[src/rtl/pcm_player_if.sv]
// pcm_player_if: sample ROM read bus between the player and the ROM
interface pcm_player_if #(
  parameter int ADDR_W = 16,
  parameter int DATA_W = 8
);
  logic [ADDR_W-1:0] rom_addr;
  logic              rom_rd;
  logic [DATA_W-1:0] rom_data;
  modport master (output rom_addr, rom_rd, input rom_data);
  modport slave  (input rom_addr, rom_rd, output rom_data);
endinterface

[src/rtl/pcm_player.sv]
// pcm_player: windowed PCM sample player with volume scaling and PWM output
module pcm_player #(
  parameter int ADDR_W     = 16,
  parameter int DATA_W     = 8,
  parameter int SAMPLE_DIV = 1024,
  parameter int ROM_LAT    = 1
) (
  input  logic              clk,
  input  logic              rst_n,
  input  logic              i_en,
  input  logic              i_start,
  input  logic              i_stop,
  input  logic              i_loop,
  input  logic [ADDR_W-1:0] i_start_addr,
  input  logic [ADDR_W-1:0] i_end_addr,
  input  logic [3:0]        i_volume,
  pcm_player_if.master      rom,
  output logic              o_busy,
  output logic              o_done,
  output logic              o_pwm
);
  localparam int TW = $clog2(SAMPLE_DIV);
  localparam int PW = DATA_W + 5;
  localparam logic [DATA_W-1:0] MID = {1'b1, {(DATA_W-1){1'b0}}};
  typedef enum logic {IDLE, PLAY} state_t;
  state_t            r_state;
  logic              r_busy, r_done, r_rd, r_last, r_fetched;
  logic [ADDR_W-1:0] r_rom_addr, r_addr, r_start, r_end;
  logic [DATA_W-1:0] r_nxt, r_level, r_pwm_cnt;
  logic [TW-1:0]     r_tick;
  logic              w_wrap;
  logic signed [PW-1:0] w_d, w_g, w_p, w_sh;
  logic [DATA_W-1:0] w_level;
  assign w_wrap  = r_tick == TW'(SAMPLE_DIV - 1);
  assign w_d     = $signed({5'b0, r_nxt} - {5'b0, MID});
  assign w_g     = $signed({{(DATA_W+1){1'b0}}, i_volume} + PW'(1));
  assign w_p     = w_d * w_g;
  assign w_sh    = w_p >>> 4;
  assign w_level = DATA_W'(w_sh) + MID;
  assign rom.rom_addr = r_rom_addr;
  assign rom.rom_rd   = r_rd;
  assign o_busy = r_busy;
  assign o_done = r_done;
  assign o_pwm  = r_busy & (r_pwm_cnt < r_level);
  always_ff @(posedge clk or negedge rst_n)
    if (!rst_n) r_pwm_cnt <= '0;
    else        r_pwm_cnt <= r_pwm_cnt + 1'b1;
  // rom_rd/rom_addr are loaded one cycle early so the strobe lands on tick 0
  always_ff @(posedge clk or negedge rst_n)
    if (!rst_n) begin
      r_state    <= IDLE;
      r_busy     <= 1'b0;
      r_done     <= 1'b0;
      r_rd       <= 1'b0;
      r_rom_addr <= '0;
      r_addr     <= '0;
      r_start    <= '0;
      r_end      <= '0;
      r_last     <= 1'b0;
      r_fetched  <= 1'b0;
      r_nxt      <= '0;
      r_level    <= MID;
      r_tick     <= '0;
    end else begin
      r_done <= 1'b0;
      r_rd   <= 1'b0;
      if (r_state == IDLE) begin
        if (i_start && i_en && !i_stop) begin
          r_state    <= PLAY;
          r_busy     <= 1'b1;
          r_tick     <= '0;
          r_rd       <= 1'b1;
          r_rom_addr <= i_start_addr;
          r_addr     <= i_start_addr;
          r_start    <= i_start_addr;
          r_end      <= i_end_addr;
          r_last     <= 1'b0;
          r_fetched  <= 1'b0;
          r_level    <= MID;
        end
      end else if (i_stop || !i_en) begin
        r_state   <= IDLE;
        r_busy    <= 1'b0;
        r_fetched <= 1'b0;
        r_level   <= MID;
      end else begin
        r_tick <= w_wrap ? '0 : r_tick + 1'b1;
        if (r_tick == '0 && !r_last) begin
          r_fetched <= 1'b1;
          if (r_addr != r_end) r_addr <= r_addr + 1'b1;
          else if (i_loop)     r_addr <= r_start;
          else                 r_last <= 1'b1;
        end
        if (r_fetched && r_tick == TW'(ROM_LAT)) r_nxt <= rom.rom_data;
        if (w_wrap) begin
          if (r_fetched) begin
            r_level    <= w_level;
            r_fetched  <= 1'b0;
            r_rd       <= !r_last;
            r_rom_addr <= r_addr;
          end else begin
            r_done  <= 1'b1;
            r_busy  <= 1'b0;
            r_level <= MID;
            r_state <= IDLE;
          end
        end
      end
    end
endmodule

[src/flat_wrapper.sv]
// flat-port wrapper written by rule: the top's interface ports become plain ports
module pcm_player_flat 
#(
  parameter int ADDR_W     = 16,
  parameter int DATA_W     = 8,
  parameter int SAMPLE_DIV = 1024,
  parameter int ROM_LAT    = 1
)
  (clk, rst_n, i_en, i_start, i_stop, i_loop, i_start_addr, i_end_addr, i_volume, o_busy, o_done, o_pwm, rom_rom_addr, rom_rom_rd, rom_rom_data);
  pcm_player_if #(.ADDR_W(ADDR_W), .DATA_W(DATA_W)) rom_i ();
  input  logic clk;
  input  logic rst_n;
  input  logic i_en;
  input  logic i_start;
  input  logic i_stop;
  input  logic i_loop;
  input  logic [ADDR_W-1:0] i_start_addr;
  input  logic [ADDR_W-1:0] i_end_addr;
  input  logic [3:0] i_volume;
  output logic o_busy;
  output logic o_done;
  output logic o_pwm;
  output wire logic [$bits(rom_i.rom_addr)-1:0] rom_rom_addr;
  output wire logic [$bits(rom_i.rom_rd)-1:0] rom_rom_rd;
  input wire logic [$bits(rom_i.rom_data)-1:0] rom_rom_data;
  assign rom_rom_addr = rom_i.rom_addr;
  assign rom_rom_rd = rom_i.rom_rd;
  assign rom_i.rom_data = rom_rom_data;
  pcm_player #(.ADDR_W(ADDR_W), .DATA_W(DATA_W), .SAMPLE_DIV(SAMPLE_DIV), .ROM_LAT(ROM_LAT)) u_core (.clk(clk), .rst_n(rst_n), .i_en(i_en), .i_start(i_start), .i_stop(i_stop), .i_loop(i_loop), .i_start_addr(i_start_addr), .i_end_addr(i_end_addr), .i_volume(i_volume), .rom(rom_i), .o_busy(o_busy), .o_done(o_done), .o_pwm(o_pwm));
endmodule
[config.mk]
export PLATFORM = sky130hd
export DESIGN_NAME = pcm_player_flat
export DESIGN_NICKNAME = d
export VERILOG_FILES = /design/src/rtl/pcm_player_if.sv /design/src/rtl/pcm_player.sv /design/src/flat_wrapper.sv
export SDC_FILE = /design/constraint.sdc
export NUM_CORES = 1
export LEC_CHECK = 0
export BUFFER_PORTS_ARGS = -buffer_cell sky130_fd_sc_hd__buf_2
export CAP_MARGIN = 20
export CORE_MARGIN = 5
export CORE_UTILIZATION = 23
export CTS_BUF_LIST = sky130_fd_sc_hd__clkbuf_4
export CTS_CLUSTER_SIZE = 14
export DETAILED_ROUTE_END_ITERATION = 6
export PLACE_DENSITY = 0.35
export SLEW_MARGIN = 20
export SYNTH_ARGS = -nofsm -noshare
export SYNTH_HDL_FRONTEND = slang
export SYNTH_SLANG_ARGS = --single-unit
[constraint.sdc]
create_clock -name clk -period 5 [get_ports clk]
set_clock_uncertainty 0.15 [all_clocks]
set_input_delay 0.25 -clock clk [delete_from_list [all_inputs] [get_ports clk]]
set_output_delay 0.25 -clock clk [all_outputs]
set_load 0.02 [all_outputs]
==> results.cfg <==
[status]
status = completed

[power]
p_clk_share_pct = 21.4
p_seq_share_pct = 49.2
power.leakage_nw = 3.58
ir_worst_vdd_v = 0.000101
p_int_mw = 1.41
switchingPower_mw = 0.853
comb_power_share_pct = 29.4
swShare_pct = 37.7
pwr_density_cell_mw_per_mm2 = 284

[timing]
worst_pin_slew_ns = 0.891
setup_viol = 0
rsz0062_at_grt = false
drv_slew = 0
period_share_pct = 81.4
max_freq_ghz = 0.246
hold_viol_final = 0
fin_tns_setup_ns = 0
finalCriticalPeriod_ns = 4.07
slew_headroom_pct = 40.6
whs_ns = 0.0594

[setup_path]
critPathLaunch = i_volume[0]
arrival_ns = 4.33
end_kind = flip-flop
ff2ff_path_depth = 14
r2r-end = u_core.r_level[5]$_DFFE_PN0P_
cp_common_cell = fa_1
cp-endpoint = u_core.r_level[6]$_DFFE_PN0P_
critPathKind = in2reg
rr_startpoint = u_core.r_nxt[7]$_DFFE_PN0P_
r2r_slack_ns = 0.93
cp_cell_sequence = buf_2, ha_1, xor2_1, and2_1, fa_1, inv_1, fa_1, fa_1, inv_1, ha_1, a21o_1, a41oi_1, o21ai_0, a21oi_1, xor2_1, o32ai_1
start_kind = input port
critical_path_peak_fanout = 11
max_stage_delay_ns = 0.54
required_ns = 5.26
worst_path_max_delay_cell = fa_1

[synthesis]
ys_seq_area_share_pct = 39.1
ys_warn_count = 0
async_flop_share_pct = 100
synth_edf_count = 0
synth_area_mm2 = 0.00665
synth_top_area_share_pct = 38.8
syn_inst = 632
yosysTopAreaCell = dfrtp_1
synth.most_common_cell = dfrtp_1
ys.flop_type = dfrtp_1
synth_cell_types = 55
synth_commonest_cells = dfrtp_1 (103), inv_1 (58), mux2_2 (47), nand2_1 (40), xor2_1 (33)
avgSynthCellArea_um2 = 10.5
synth.area.top_cells = dfrtp_1 (39%), mux2_2 (8.0%), fa_1 (6.6%)
synth_nets = 734
ys_ff_latch = 104

[detailed_routing]
ant_nets = 0
via_count = 4729
drtIter0Drc = 197
routed_wl_um = 16700
viasPerCell = 4.21
drc = 0
drtPass1Iterations = 4
routedWlPerCell_um = 14.9

[floorplan]
fp-row-count = 62
core_mm2 = 0.0286
floorplan.initialDensity_pct = 23.2
die_h_um = 180
pin_count = 70
die_w_um = 180
dieArea_mm2 = 0.0324

[global_route]
grt_pass1_wl_um = 27200
grt_overflow = 0
grt_pass1_vias = 4944
grt_max_degree = 69
track_usage_pct = 10.4
antenna_found_initial = 1

[flow_run]
cap_violations = 0

[clock_tree]
clockRootBuffer = clkbuf_4
htree_num_levels = 3
cts.path.max_buffers = 2
cts_tree = built
cts_buffers = 9
cts_resized = 0
insertion_delay_ns = 0.52
path_clk_slew_ns = 0.19
clock-sinks = 104

[placed_design]
postPlaceCellArea_mm2 = 0.00733
port_buffers = 69
dp_hpwl_um = 12400
gp_congestion = 0.754

[finish]
num-nets-final = 835
final_util_pct = 27.8
drive_gt1_share_pct = 21.4
design_area_mm2 = 0.00797
syn_to_final_growth_pct = 19.8

[hold_path]
hold_class = in2reg
hp-start = i_stop
min_delay_path_depth = 4
-- power by group through the flow --
stage          clock [mW]  combinational (mW)  sequential, mW
5_1_grt             0.541               0.749            1.14
3_5_place_dp            0               0.647            1.13
2_1_floorplan           0               0.489            1.10
6_report            0.485               0.665            1.11
3_3_place_gp            0               0.637            1.13
4_1_cts             0.518               0.678            1.12
-- cell families (layout without fill, tap and decap cells) --
family | count (synthesis) | count (layout) | synth area share (%)
AO/OA/AOI/OAI | 90 | 90 | 8.24
buffers and inverters | 86 | 192 | 5.83
other | 0 | 1 | 0
multiplexers | 82 | 82 | 13.7
XOR/XNOR | 52 | 52 | 7.19
AND/OR/NAND/NOR | 166 | 166 | 13.6
flip-flops | 104 | 104 | 39.1
adder cells (fa/ha/maj) | 52 | 52 | 12.3
-- registers in the layout (all words and copies together) (netlist names) --
register and count:
u_core.r_pwm_cnt 8, u_core.r_end 16, u_core.o_busy 1, u_core.r_fetched 1
u_core.r_last 1, u_core.r_nxt 8, u_core.r_addr 16, u_core.rom.rom_rd 1
u_core.r_tick 10, u_core.rom.rom_addr 16, u_core.r_start 16, u_core.o_done 1
u_core.r_state 1, u_core.r_level 8
-- layout make-up --
cell class	count	area [um^2]
Antenna cell	1	2.50
Clock buffer	9	67.6
Clock inverter	7	83.8
Fill cell	3048	20700
Inverter	58	218
Multi-Input combinational cell	442	3660
Sequential cell	104	2610
Tap cell	384	480
Timing Repair Buffer	118	848
-- cell usage in the layout (no fill, tap or decap), types with 2 or more instances in the layout --
cell,Yosys,final
dfrtp_1,103,102
buf_2,10,68
inv_1,58,58
mux2_2,47,47
dlygate4sd3_1,0,45
nand2_1,40,39
xor2_1,33,33
ha_1,30,30
mux2i_1,28,28
nor2_1,27,27
a21oi_1,26,26
fa_1,22,22
o21ai_0,21,21
and2_1,18,18
xnor2_1,16,16
nand3_1,15,15
nor2b_1,14,14
o21ai_1,12,12
nand4_1,10,10
a21o_1,9,9
nor3_1,9,9
clkbuf_4,0,9
mux2_4,6,6
or3_1,6,6
and3_1,5,5
nand2b_1,5,5
a31oi_1,5,5
o31ai_1,4,4
nor4_1,4,4
buf_4,2,4
and4_1,3,3
xor2_2,3,3
inv_8,0,3
o21bai_1,2,2
nor4_4,2,2
nor4_2,2,2
clkinv_8,0,2
clkinv_4,0,2
-- worst max-delay path, delay by kind of cell --
kind	cells	cell delay, ns
xor gates and xnor gates	2	0.54
and+or+nand+nor	1	0.23
buffers and inverters	3	0.31
AOI/OAI and AO/OA	5	1.05
adders and majority gates	5	1.95
-- per-layer routing --
| layer | wire length [um] | vias up | share of wire (%) | track usage (%) |
|---|---|---|---|---|
| li1 | - | 2357 | - | - |
| met1 | 8390 | 2286 | 50 | 15.0 |
| met2 | 7560 | 74 | 45 | 16.1 |
| met3 | 577 | 12 | 3.4 | 1.78 |
| met4 | 219 | 0 | 1.3 | 3.18 |
| met5 | 0 | - | 0 | 0 |
-- worst min path at each step --
stage                                           to  slack, ns
6_report               u_core.rom.rom_rd$_DFF_PN0_       0.06
5_1_grt                u_core.rom.rom_rd$_DFF_PN0_       0.07
4_1_cts                u_core.rom.rom_rd$_DFF_PN0_      0.006
3_5_place_dp    u_core.rom.rom_addr[4]$_DFFE_PN0P_       0.32
3_3_place_gp   u_core.rom.rom_addr[10]$_DFFE_PN0P_       0.31
2_1_floorplan            u_core.o_busy$_DFFE_PN0P_      -0.20
-- stage by stage --
stage / worst slack [ns] / power [mW] / instances
floorplan: 0.992 / 1.59 / 632
global placement: 0.525 / 1.76 / 1060
detailed placement: 0.391 / 1.78 / 1060
CTS: 0.899 / 2.31 / 1120
global route: 0.657 / 2.43 / 1123
finish: 0.929 / 2.26 / 1123
-- repair_timing --
item | CTS | global route
buffers inserted | 0 | 0
hold endpoints to repair | 138 | 7
hold buffers | 44 | 1
(Power assumes the default switching activity.)
